--- src/rtl/uart_tx_pct.sv ---
// 8N1 UART transmitter for the pass-percentage byte, with a one-byte holding
// register so a second request can queue behind the frame on the line.
module uart_tx_pct #(
   parameter int unsigned CLKS_PER_BIT = 78
) (
   input  logic       clk9MHz,
   input  logic       rst,
   input  logic       to_uart_valid,
   input  logic [7:0] to_uart_data,
   output logic       uart_txd,
   output logic       tx_busy,
   output logic       tx_done,
   output logic       tx_overflow
);

   typedef enum logic [1:0] {
      S_IDLE  = 2'd0,
      S_START = 2'd1,
      S_DATA  = 2'd2,
      S_STOP  = 2'd3
   } state_t;

   localparam logic [15:0] CNT_LAST = 16'(CLKS_PER_BIT - 1);

   state_t      state_reg, state_next;
   logic [15:0] cnt_reg, cnt_next;
   logic [2:0]  bit_reg, bit_next;
   logic [7:0]  shift_reg, shift_next;
   logic [7:0]  hold_reg, hold_next;
   logic        full_reg, full_next;
   logic        ovf_reg, ovf_next;
   logic        txd_reg, txd_next;
   logic        bit_end;
   logic        last_stop;

   assign bit_end   = (cnt_reg == CNT_LAST);
   assign last_stop = (state_reg == S_STOP) && bit_end;

   always_ff @(posedge clk9MHz or negedge rst) begin
      if (!rst) begin
         state_reg <= S_IDLE;
      end else begin
         state_reg <= state_next;
      end
   end

   always_comb begin
      state_next = state_reg;
      case (state_reg)
         S_IDLE:  if (to_uart_valid) state_next = S_START;
         S_START: if (bit_end) state_next = S_DATA;
         S_DATA:  if (bit_end && (bit_reg == 3'd7)) state_next = S_STOP;
         S_STOP: begin
            // A byte waiting in holding, or arriving right now, chains
            // straight into the next start bit without an idle cycle.
            if (bit_end) state_next = (full_reg || to_uart_valid) ? S_START : S_IDLE;
         end
         default: state_next = S_IDLE;
      endcase
   end

   // Line level is computed from the next state so uart_txd can be a flop.
   always_comb begin
      txd_next = 1'b1;
      case (state_next)
         S_START: txd_next = 1'b0;
         S_DATA:  txd_next = shift_reg[bit_next];
         default: txd_next = 1'b1;
      endcase
      tx_busy = (state_reg != S_IDLE) || full_reg;
      tx_done = last_stop;
   end

   always_comb begin
      cnt_next   = ((state_reg == S_IDLE) || bit_end) ? 16'd0 : cnt_reg + 16'd1;
      bit_next   = bit_reg;
      shift_next = shift_reg;
      hold_next  = hold_reg;
      full_next  = full_reg;
      ovf_next   = ovf_reg;
      if ((state_reg == S_DATA) && bit_end) begin
         bit_next = bit_reg + 3'd1;
      end
      if (state_reg == S_IDLE) begin
         if (to_uart_valid) shift_next = to_uart_data;
      end else if (last_stop) begin
         // Drain holding into the shifter; a coincident request refills it.
         if (full_reg) begin
            shift_next = hold_reg;
            if (to_uart_valid) begin
               hold_next = to_uart_data;
            end else begin
               full_next = 1'b0;
            end
         end else if (to_uart_valid) begin
            shift_next = to_uart_data;
         end
      end else if (to_uart_valid) begin
         if (full_reg) begin
            ovf_next = 1'b1;
         end else begin
            hold_next = to_uart_data;
            full_next = 1'b1;
         end
      end
   end

   always_ff @(posedge clk9MHz or negedge rst) begin
      if (!rst) begin
         cnt_reg   <= 16'd0;
         bit_reg   <= 3'd0;
         shift_reg <= 8'h00;
         hold_reg  <= 8'h00;
         full_reg  <= 1'b0;
         ovf_reg   <= 1'b0;
         txd_reg   <= 1'b1;
      end else begin
         cnt_reg   <= cnt_next;
         bit_reg   <= bit_next;
         shift_reg <= shift_next;
         hold_reg  <= hold_next;
         full_reg  <= full_next;
         ovf_reg   <= ovf_next;
         txd_reg   <= txd_next;
      end
   end

   assign uart_txd    = txd_reg;
   assign tx_overflow = ovf_reg;

endmodule

--- config.mk ---
export PLATFORM = sky130hd
export DESIGN_NAME = uart_tx_pct
export DESIGN_NICKNAME = d
export VERILOG_FILES = /design/src/rtl/uart_tx_pct.sv
export SDC_FILE = /design/constraint.sdc
export NUM_CORES = 1
export LEC_CHECK = 0
export CORE_ASPECT_RATIO = 1.5
export CORE_MARGIN = 1.5
export CORE_UTILIZATION = 44
export CTS_CLUSTER_DIAMETER = 100
export DETAILED_ROUTE_END_ITERATION = 16
export GPL_ROUTABILITY_DRIVEN = 0
export PLACE_DENSITY = 0.68
export SKIP_LAST_GASP = 1
export SYNTH_ARGS = -nofsm -noshare
export SYNTH_HDL_FRONTEND = slang
export SYNTH_SLANG_ARGS = --single-unit
--- constraint.sdc ---
create_clock -name clk9MHz -period 6.7 [get_ports clk9MHz]
set_input_delay 2.01 -clock clk9MHz [delete_from_list [all_inputs] [get_ports clk9MHz]]
set_output_delay 2.01 -clock clk9MHz [all_outputs]
set_load 0.03 [all_outputs]
==> impl_results.md, run 1 <==
- Crit. End Element: primary output
- Met1 Resource Use GR: 0.216
- Critical Path Sink: tx_done
- Status: finished clean
- Mapped Nets: 222
- Die Wd: 59.4 microns
- TritonCTS clock tree: built
- YS warnings: 0
- Startpoint types: register
- Setup_tns: 0 ns
- WL/cell: 14.7 microns
- Fmax: 219 MHz
- Sink Count: 40
- HPWL after DPL: 3010 microns
- Smallest hold slack: 0.466 ns
- Fraction of registers with async set/reset: 1.00
- Final Slew Violations: 0
- Largest net degree at the start of global routing: 41
- Die area: 5190 sq um
- Synth Cell Area: 2100 sq um
- Synth unique cells: 46
- Post-CTS Hold Buffers: 0
- Crit path DAT: 2.55 ns
- Initial antenna violation count: 0
- Max reg flops: 16
- Reg-to-Reg Start: cnt_reg[1]
- Core area: 4540 sq um
- GRT Residual Overflow: 0
- Endpoints failing setup: 0
- Clock buffer depth: 2
- Area leader, netlist: dfrtp_1
- Crit Path Class: reg2out
- Initial DRC Count: 57
- Vias per cell: 5.38
- Reg2Reg Depth: 8
- Row count: 30
- Most frequent cells in the layout: dfrtp_1 (39), nor2_1 (29), nand2_1 (16), a21oi_1 (16), clkdlybuf4s50_1 (13)
- Placed inst area: 2290 sq um
- CP required: 4.69 ns
- Antenna Nets Post-Route: 0
- Num CTS Buffers: 5
- RSZ-0062 raised after global routing: false
- Layout cell share with drive strength beyond 1: 0.116
- Final Hold Fails: 0
- Max H-tree Level: 2
- Routed wire length: 4240 microns
- FF-to-FF End: hold_reg[5]
- Worst-skew pair later-pin latency: 0.29 ns
- Slew of the pin with the lowest slew margin: 0.871 ns
- DRC violation count after routing: 0
- Setup crit start: cnt_reg[1]
- Commonest non-fill, non-tap cell in the layout: dfrtp_1
- Nets: 238
- Ys flop type: dfrtp_1
- Leak Pwr: 1.03 nW
- Vias: 1,548
- First-pass GRT wire length: 7160 microns
- Diodes inserted: 0
- Area growth from synthesis to layout: 15.2%
- Initial Utilization: 0.461
- Input/output buffers: 14
- Period utilization: 0.681
- Fin crit period: 4.56 ns
- Setup Fix Bufs, Post-CTS: 0
- GRT met3 Usage: 0.0312
- Finished Cell Area: 2410 sq um
- VDD IR max: 0.000139 V
- Number of flops mapped to enable cells by yosys: 0
- Relative slew slack: 0.419
- P per Cell Area: 272 nW/um^2
- Top cells by area, synth: dfrtp_1 (47%), mux2_4 (5.7%), nor2_1 (5.2%)
- Clock transition at path regs: 0.07 ns
- Sequential-to-total area share from yosys stat: 0.478
- Tot GR Track Use: 0.184
- GR peak layer: met2
- Worst Hold Class: reg2reg
- Top cell type's share of synthesized area: 0.466
- Skew final: 0.00704 ns
- Vias in the first global route: 1,555
- Hold path depth: 1
- Core Util, Final: 0.532
- Die height: 87.5 microns
- Met2 usage: 0.323
- Drt first pass iters: 4
- MaxCap Viol Count: 0
- Tot Pwr: 0.658 mW
- FF-to-FF setup slack: 4.31 ns
- #FFs+latches synth: 40
- Worst-path fanout max: 6
- Post-Syn Area per Cell: 10.1 sq um
- Post-cts resize count: 0
- Clock root cell: clkbuf_8
- I/O pins: 15
- Syn Inst Count: 207
==> layer usage <==
metal  up-vias  part of all wire
li1        773                 -
met1       751              0.43
met2        18              0.53
met3         6             0.024
met4         0             0.016
met5         -                 0
==> cell families (layout without fill, tap and decap cells) <==
family | after synthesis | after routing | share of synthesized area
buffers and inverters | 11 | 28 | 0.0215
multiplexers | 11 | 11 | 0.0722
adder cells (fa/ha/maj) | 4 | 4 | 0.0239
AND/OR/NAND/NOR | 79 | 79 | 0.195
flip-flops | 40 | 40 | 0.478
AO/OA/AOI/OAI | 48 | 48 | 0.151
XOR/XNOR | 14 | 14 | 0.0585
==> power by group <==
part / internal [mW] / switching [mW] / leakage [nW]
combinational: 0.0610 / 0.0559 / 0.473
sequential: 0.287 / 0.0386 / 0.494
clock: 0.131 / 0.0844 / 0.0645
==> through the flow <==
step | cells | worst slack [ns]
floorplan | 207 | 3.14
global placement | 280 | 2.54
detailed placement | 280 | 2.46
CTS | 288 | 2.13
global route | 288 | 1.98
finish | 288 | 2.14
==> critical path, cell delays in order, from the launching register on <==
cell and delay, ns:
dfrtp_1 0.42, inv_1 0.07, ha_1 0.13, nor4b_2 0.27
and4_1 0.36, nand3_1 0.23, inv_1 0.10, clkdlybuf4s50_1 0.68
==> area by class of cell <==
| type | count | area, sq um |
|---|---|---|
| well taps | 64 | 80.1 |
| fillers | 415 | 2130 |
| inverters | 6 | 22.5 |
| flip-flops and latches | 40 | 1000 |
| multi-input cells | 156 | 1050 |
| repair buffers | 14 | 135 |
| clock buffers | 7 | 96.3 |
| clock inverters | 1 | 30.0 |
==> worst min-delay path by stage <==
| stage | from | endpoint | slack [ns] |
|---|---|---|---|
| after CTS | tx_overflow | tx_overflow | 0.48 |
| after global placement | tx_overflow | tx_overflow | 0.46 |
| after global routing | tx_overflow | tx_overflow | 0.51 |
| final | tx_overflow | tx_overflow | 0.47 |
| after floorplan | hold_reg[0] | hold_reg[0] | 0.48 |
| after detailed placement | tx_overflow | tx_overflow | 0.46 |
==> cell usage after synthesis (all sizes together) (2+ instances only) <==
master / n
or3: 3
dfrtp: 39
o22ai: 8
nor2: 30
xnor2: 4
nor3: 3
o21ai: 6
mux2i: 2
xor2: 10
a21boi: 2
a31oi: 3
o211ai: 3
nand2: 16
nor4b: 2
nand3: 6
nor2b: 3
mux2: 9
a211oi: 2
a21oi: 17
inv: 5
and3: 4
clkbuf: 4
nand4: 5
ha: 4
nand2b: 2
Power figures use the tool's default switching activity.
==> run 2: changes to the inputs <==
clock period = 4.7 ns   (was 6.7 ns; I/O delays follow)
==> run 2 against run 1 <==
  * Routed wire length fell by 1.3%
  * Sequential share of layout area is 0.86 points higher
  * First-iteration DRC count increased by 5.3%
  * Total power rose by 28%
  * Critical path type unchanged
  * Design area is 2.0% lower
  * Count of clock-buffer cells in the layout fell by 1
==> impl_results.md, run 2 (synthesized netlist as in run 1, its figures left out) <==
- Post-cts resize count: 0
- Leak Pwr: 1.01 nW
- Final Hold Fails: 0
- Worst-path fanout max: 6
- Max reg flops: 16
- Crit path DAT: 2.55 ns
- Final Slew Violations: 0
- Core area: 4540 sq um
- Multi-input gate area: 1050 sq um
- Input/output buffers: 14
- Clock transition at path regs: 0.07 ns
- Die Wd: 59.4 microns
- Net Sw Frac: 0.292
- FF-to-FF setup slack: 2.31 ns
- First-pass GRT wire length: 7400 microns
- Vias in the first global route: 1,660
- Pint: 0.596 mW
- Fill cells: 411
- Post-CTS Hold Buffers: 0
- Sequential Area: 1000 sq um
- Reg-to-Reg Start: cnt_reg[1]
- Vias per cell: 5.42
- Fin crit period: 3.96 ns
- Startpoint types: register
- Antenna Nets Post-Route: 0
- DRC violation count after routing: 0
- Hold_sp: tx_overflow
- Die height: 87.5 microns
- Setup Fix Bufs, Post-CTS: 0
- Row count: 30
- Status: finished clean
- Num CTS Buffers: 5
- Fin cells: 287
- Worst Hold Class: reg2reg
- VDD IR max: 0.000164 V
- Clock root cell: clkbuf_8
- I/O pins: 15
- Largest net degree at the start of global routing: 41
- Die area: 5190 sq um
- Skew final: 0.00443 ns
- Initial antenna violation count: 0
- Slew of the pin with the lowest slew margin: 0.888 ns
- GRT Residual Overflow: 0
- Worst-skew pair later-pin latency: 0.29 ns
- CP required: 3.29 ns
- Max H-tree Level: 2
- Psw: 0.245 mW
- Crit Path Class: reg2out
- Nets: 238
- MaxCap Viol Count: 0
- Sink Count: 40
- Logic pwr share: 0.197
- P per Cell Area: 356 nW/um^2
- Area growth from synthesis to layout: 12.9%
- Clock buffer depth: 2
- Setup crit start: cnt_reg[1]
- Crit. End Element: primary output
- Seq pwr share: 0.550
- Setup_tns: 0 ns
- Hold path depth: 1
- Placed inst area: 2290 sq um
- Commonest non-fill, non-tap cell in the layout: dfrtp_1
- Fmax: 253 MHz
- Layout cell share with drive strength beyond 1: 0.108
- HPWL after DPL: 2940 microns
- Relative slew slack: 0.408
- FF-to-FF End: hold_reg[3]
- RSZ-0062 raised after global routing: false
- Endpoints failing setup: 0
- Tot Pwr: 0.842 mW
- Placed cell count: 280
- WL/cell: 14.6 microns
- TritonCTS clock tree: built
- Clock power frac: 0.253
- Initial DRC Count: 60
- Period utilization: 0.842
- Routed wire length: 4190 microns
- Vias: 1,556
- Reg2Reg Depth: 8
- Drt first pass iters: 4
- Initial Utilization: 0.461
- Finished Cell Area: 2370 sq um
- Diodes inserted: 0
- Worst Hold Path EP: tx_overflow
- Tot GR Track Use: 0.188
- Most frequent cells in the layout: dfrtp_1 (39), nor2_1 (29), nand2_1 (16), a21oi_1 (16), clkdlybuf4s50_1 (13)
[run 2: changes by cell type in the layout (fill, tap and decap cells not counted)]
cell | before | now
clkinv_2 | 0 | 1
clkbuf_8 | 7 | 5
bufinv_16 | 1 | 0
clkbuf_1 | 0 | 1
[run 2: final cells by class]
| class | count | share of cell area |
|---|---|---|
| Tap cell | 64 | 0.0338 |
| Clock inverter | 1 | 0.00212 |
| Sequential cell | 40 | 0.424 |
| Timing Repair Buffer | 14 | 0.0571 |
| Multi-Input combinational cell | 156 | 0.443 |
| Clock buffer | 6 | 0.0307 |
| Inverter | 6 | 0.00952 |
[run 2: worst max path at each step]
| stage | end | slack (ns) |
|---|---|---|
| CTS | tx_done | 0.73 |
| global route | tx_done | 0.57 |
| floorplan | tx_done | 1.74 |
| global placement | tx_done | 1.14 |
| detailed placement | tx_done | 1.08 |
| finish | tx_done | 0.74 |
[run 2: metal layers]
layer | vias to the layer above | global-route usage | wire [microns]
li1 | 774 | - | -
met1 | 757 | 0.221 | 1800
met2 | 18 | 0.326 | 2200
met3 | 7 | 0.0357 | 102
met4 | 0 | 0.0806 | 85
met5 | - | 0 | 0
[run 2: worst max-delay path: stages, from the launching register on]
cell and delay (ns):
dfrtp_1 0.42, inv_1 0.07, ha_1 0.13, nor4b_2 0.27, and4_1 0.35, nand3_1 0.24
inv_1 0.11, clkdlybuf4s50_1 0.68
[run 2: metrics by stage]
| step | util | setup slack (ns) | hold WS (ns) |
|---|---|---|---|
| final | 0.521 | 0.742 | 0.465 |
| after global routing | 0.521 | 0.571 | 0.505 |
| after CTS | 0.521 | 0.730 | 0.475 |
| after detailed placement | 0.504 | 1.08 | 0.458 |
| after global placement | 0.504 | 1.14 | 0.456 |
| after floorplan | - | 1.74 | 0.482 |
[run 2: power by group through the flow]
stage          logic, mW  registers [mW]  clock network, mW
2_1_floorplan      0.125           0.454                  0
3_3_place_gp       0.164           0.467                  0
3_5_place_dp       0.167           0.468                  0
4_1_cts            0.169           0.462              0.222
5_1_grt            0.192           0.471              0.237
6_report           0.166           0.463              0.213
==> run 3: changes to the inputs <==
PLACE_DENSITY = 0.7   (was 0.68)
clock period = 3.41 ns   (was 4.7 ns; I/O delays follow)
==> run 3 against run 2 <==
  * Non-clock buffer count rose by 1
  * Cell count is 0.70% higher
  * Count of clock-buffer cells in the layout is 1 higher
  * Design area grew 0.58%
  * Via count increased by 1.9%
  * Critical endpoint unchanged
  * Routed wire length is the same
  * Core utilization grew 0.30 points
  * Clock power up 43%
  * Clock skew is 0.0033 ns higher
==> impl_results.md, run 3 (synthesized netlist as in run 1, its figures left out) <==
- Tot GR Track Use: 0.182
- RSZ-0062 raised after global routing: false
- Max H-tree Level: 2
- Num CTS Buffers: 5
- Final Slew Violations: 0
- I/O pins: 15
- WL/cell: 14.5 microns
- GRT met3 Usage: 0.0312
- TritonCTS clock tree: built
- Row count: 30
- Clock root cell: clkbuf_8
- Drt first pass iters: 4
- Setup Fix Bufs, Post-CTS: 0
- Relative slew slack: 0.420
- Final Hold Fails: 0
- Startpoint types: register
- Commonest non-fill, non-tap cell in the layout: dfrtp_1
- Met1 Resource Use GR: 0.228
- Crit Path Class: reg2out
- Fin crit period: 3.13 ns
- Post-CTS Hold Buffers: 0
- HPWL after DPL: 2990 microns
- Routed wire length: 4190 microns
- Worst Hold Class: reg2reg
- Vias per cell: 5.48
- Fmax: 320 MHz
- Worst-skew pair later-pin latency: 0.29 ns
- CP required: 2.39 ns
- P per Cell Area: 493 nW/um^2
- Vias: 1,585
- VDD IR max: 0.000287 V
- Area growth from synthesis to layout: 13.6%
- Input/output buffers: 14
- Diodes inserted: 0
- Clock buffer depth: 2
- Clock transition at path regs: 0.07 ns
- Setup_tns: 0 ns
- Leak Pwr: 1.02 nW
- Endpoints failing setup: 0
- Largest net degree at the start of global routing: 41
- Most frequent cells in the layout: dfrtp_1 (39), nor2_1 (29), nand2_1 (16), a21oi_1 (16), clkdlybuf4s50_1 (12)
- Max reg flops: 16
- GRT Residual Overflow: 0
- Slew of the pin with the lowest slew margin: 0.870 ns
- Initial antenna violation count: 0
- Skew final: 0.00772 ns
- Nets: 239
- Worst-path fanout max: 6
- Crit path DAT: 2.10 ns
- Die height: 87.5 microns
- Die area: 5190 sq um
- Crit. End Element: primary output
- GR peak layer: met2
- Die Wd: 59.4 microns
- Layout cell share with drive strength beyond 1: 0.111
- DRC violation count after routing: 0
- Initial DRC Count: 56
- Status: finished clean
- Tot Pwr: 1.17 mW
- Period utilization: 0.917
- Antenna Nets Post-Route: 0
- Vias in the first global route: 1,547
- Initial Utilization: 0.461
- MaxCap Viol Count: 0
- Sink Count: 40
- Core area: 4540 sq um
- Met2 usage: 0.296
- First-pass GRT wire length: 7130 microns
-- run 3: cell type report --
class                   instances  area, sq um
clock buffers                   7         76.3
well taps                      64         80.1
repair buffers                 15          141
inverters                       6         22.5
multi-input cells             156         1050
clock inverters                 1         8.76
fillers                       411         2160
flip-flops and latches         40         1000
-- run 3: final timing paths --
kind / cells past startpoint / start / slack (ns) / end
setup / recovery: 7 / cnt_reg[1] / 0.28 / tx_done
hold / removal: 1 / tx_overflow / 0.47 / tx_overflow
setup reg to reg: 8 / cnt_reg[1] / 1.06 / hold_reg[5]
hold reg to reg: 1 / tx_overflow / 0.47 / tx_overflow
max in group asynchronous: 1 / rst / 2.02 / hold_reg[4]
min in group asynchronous: 1 / rst / 0.84 / cnt_reg[8]
-- run 3: repair_timing --
| action | CTS | global route |
|---|---|---|
| endpoints found under the hold margin | 0 | 0 |
| resized for setup | 1 | 0 |
| endpoints found under the setup margin | 1 | 0 |
-- run 3: power by group --
| group | internal (mW) | leakage, nW | switching [mW] |
|---|---|---|---|
| registers | 0.563 | 0.494 | 0.0798 |
| clock network | 0.146 | 0.0424 | 0.158 |
| logic | 0.120 | 0.482 | 0.107 |
| total | 0.829 | 1.02 | 0.345 |
-- run 3: per-layer routing --
metal	part of all wire	wire [microns]	up-vias
met3	0.023	96	11
met1	0.43	1820	779
li1	-	-	770
met5	0	0	-
met2	0.51	2150	25
met4	0.029	121	0
-- run 3: worst max-delay path, cell delays in order (launching register included) --
cell and delay (ns):
dfrtp_1 0.41, inv_1 0.07, ha_1 0.13, nor4b_2 0.26, and4_1 0.36, nand3_1 0.12, inv_1 0.07, dlygate4sd2_1 0.39
-- run 3: through the flow --
stage / std cells / hold WS, ns / utilization / instance area (sq um) / setup slack, ns
5_1_grt: 289 / 0.503 / 0.524 / 2380 / 0.0235
2_1_floorplan: 207 / 0.482 / - / 2100 / 0.841
4_1_cts: 289 / 0.474 / 0.524 / 2380 / 0.261
3_3_place_gp: 281 / 0.450 / 0.506 / 2300 / 0.369
3_5_place_dp: 281 / 0.461 / 0.506 / 2300 / 0.325
6_report: 289 / 0.469 / 0.524 / 2380 / 0.284
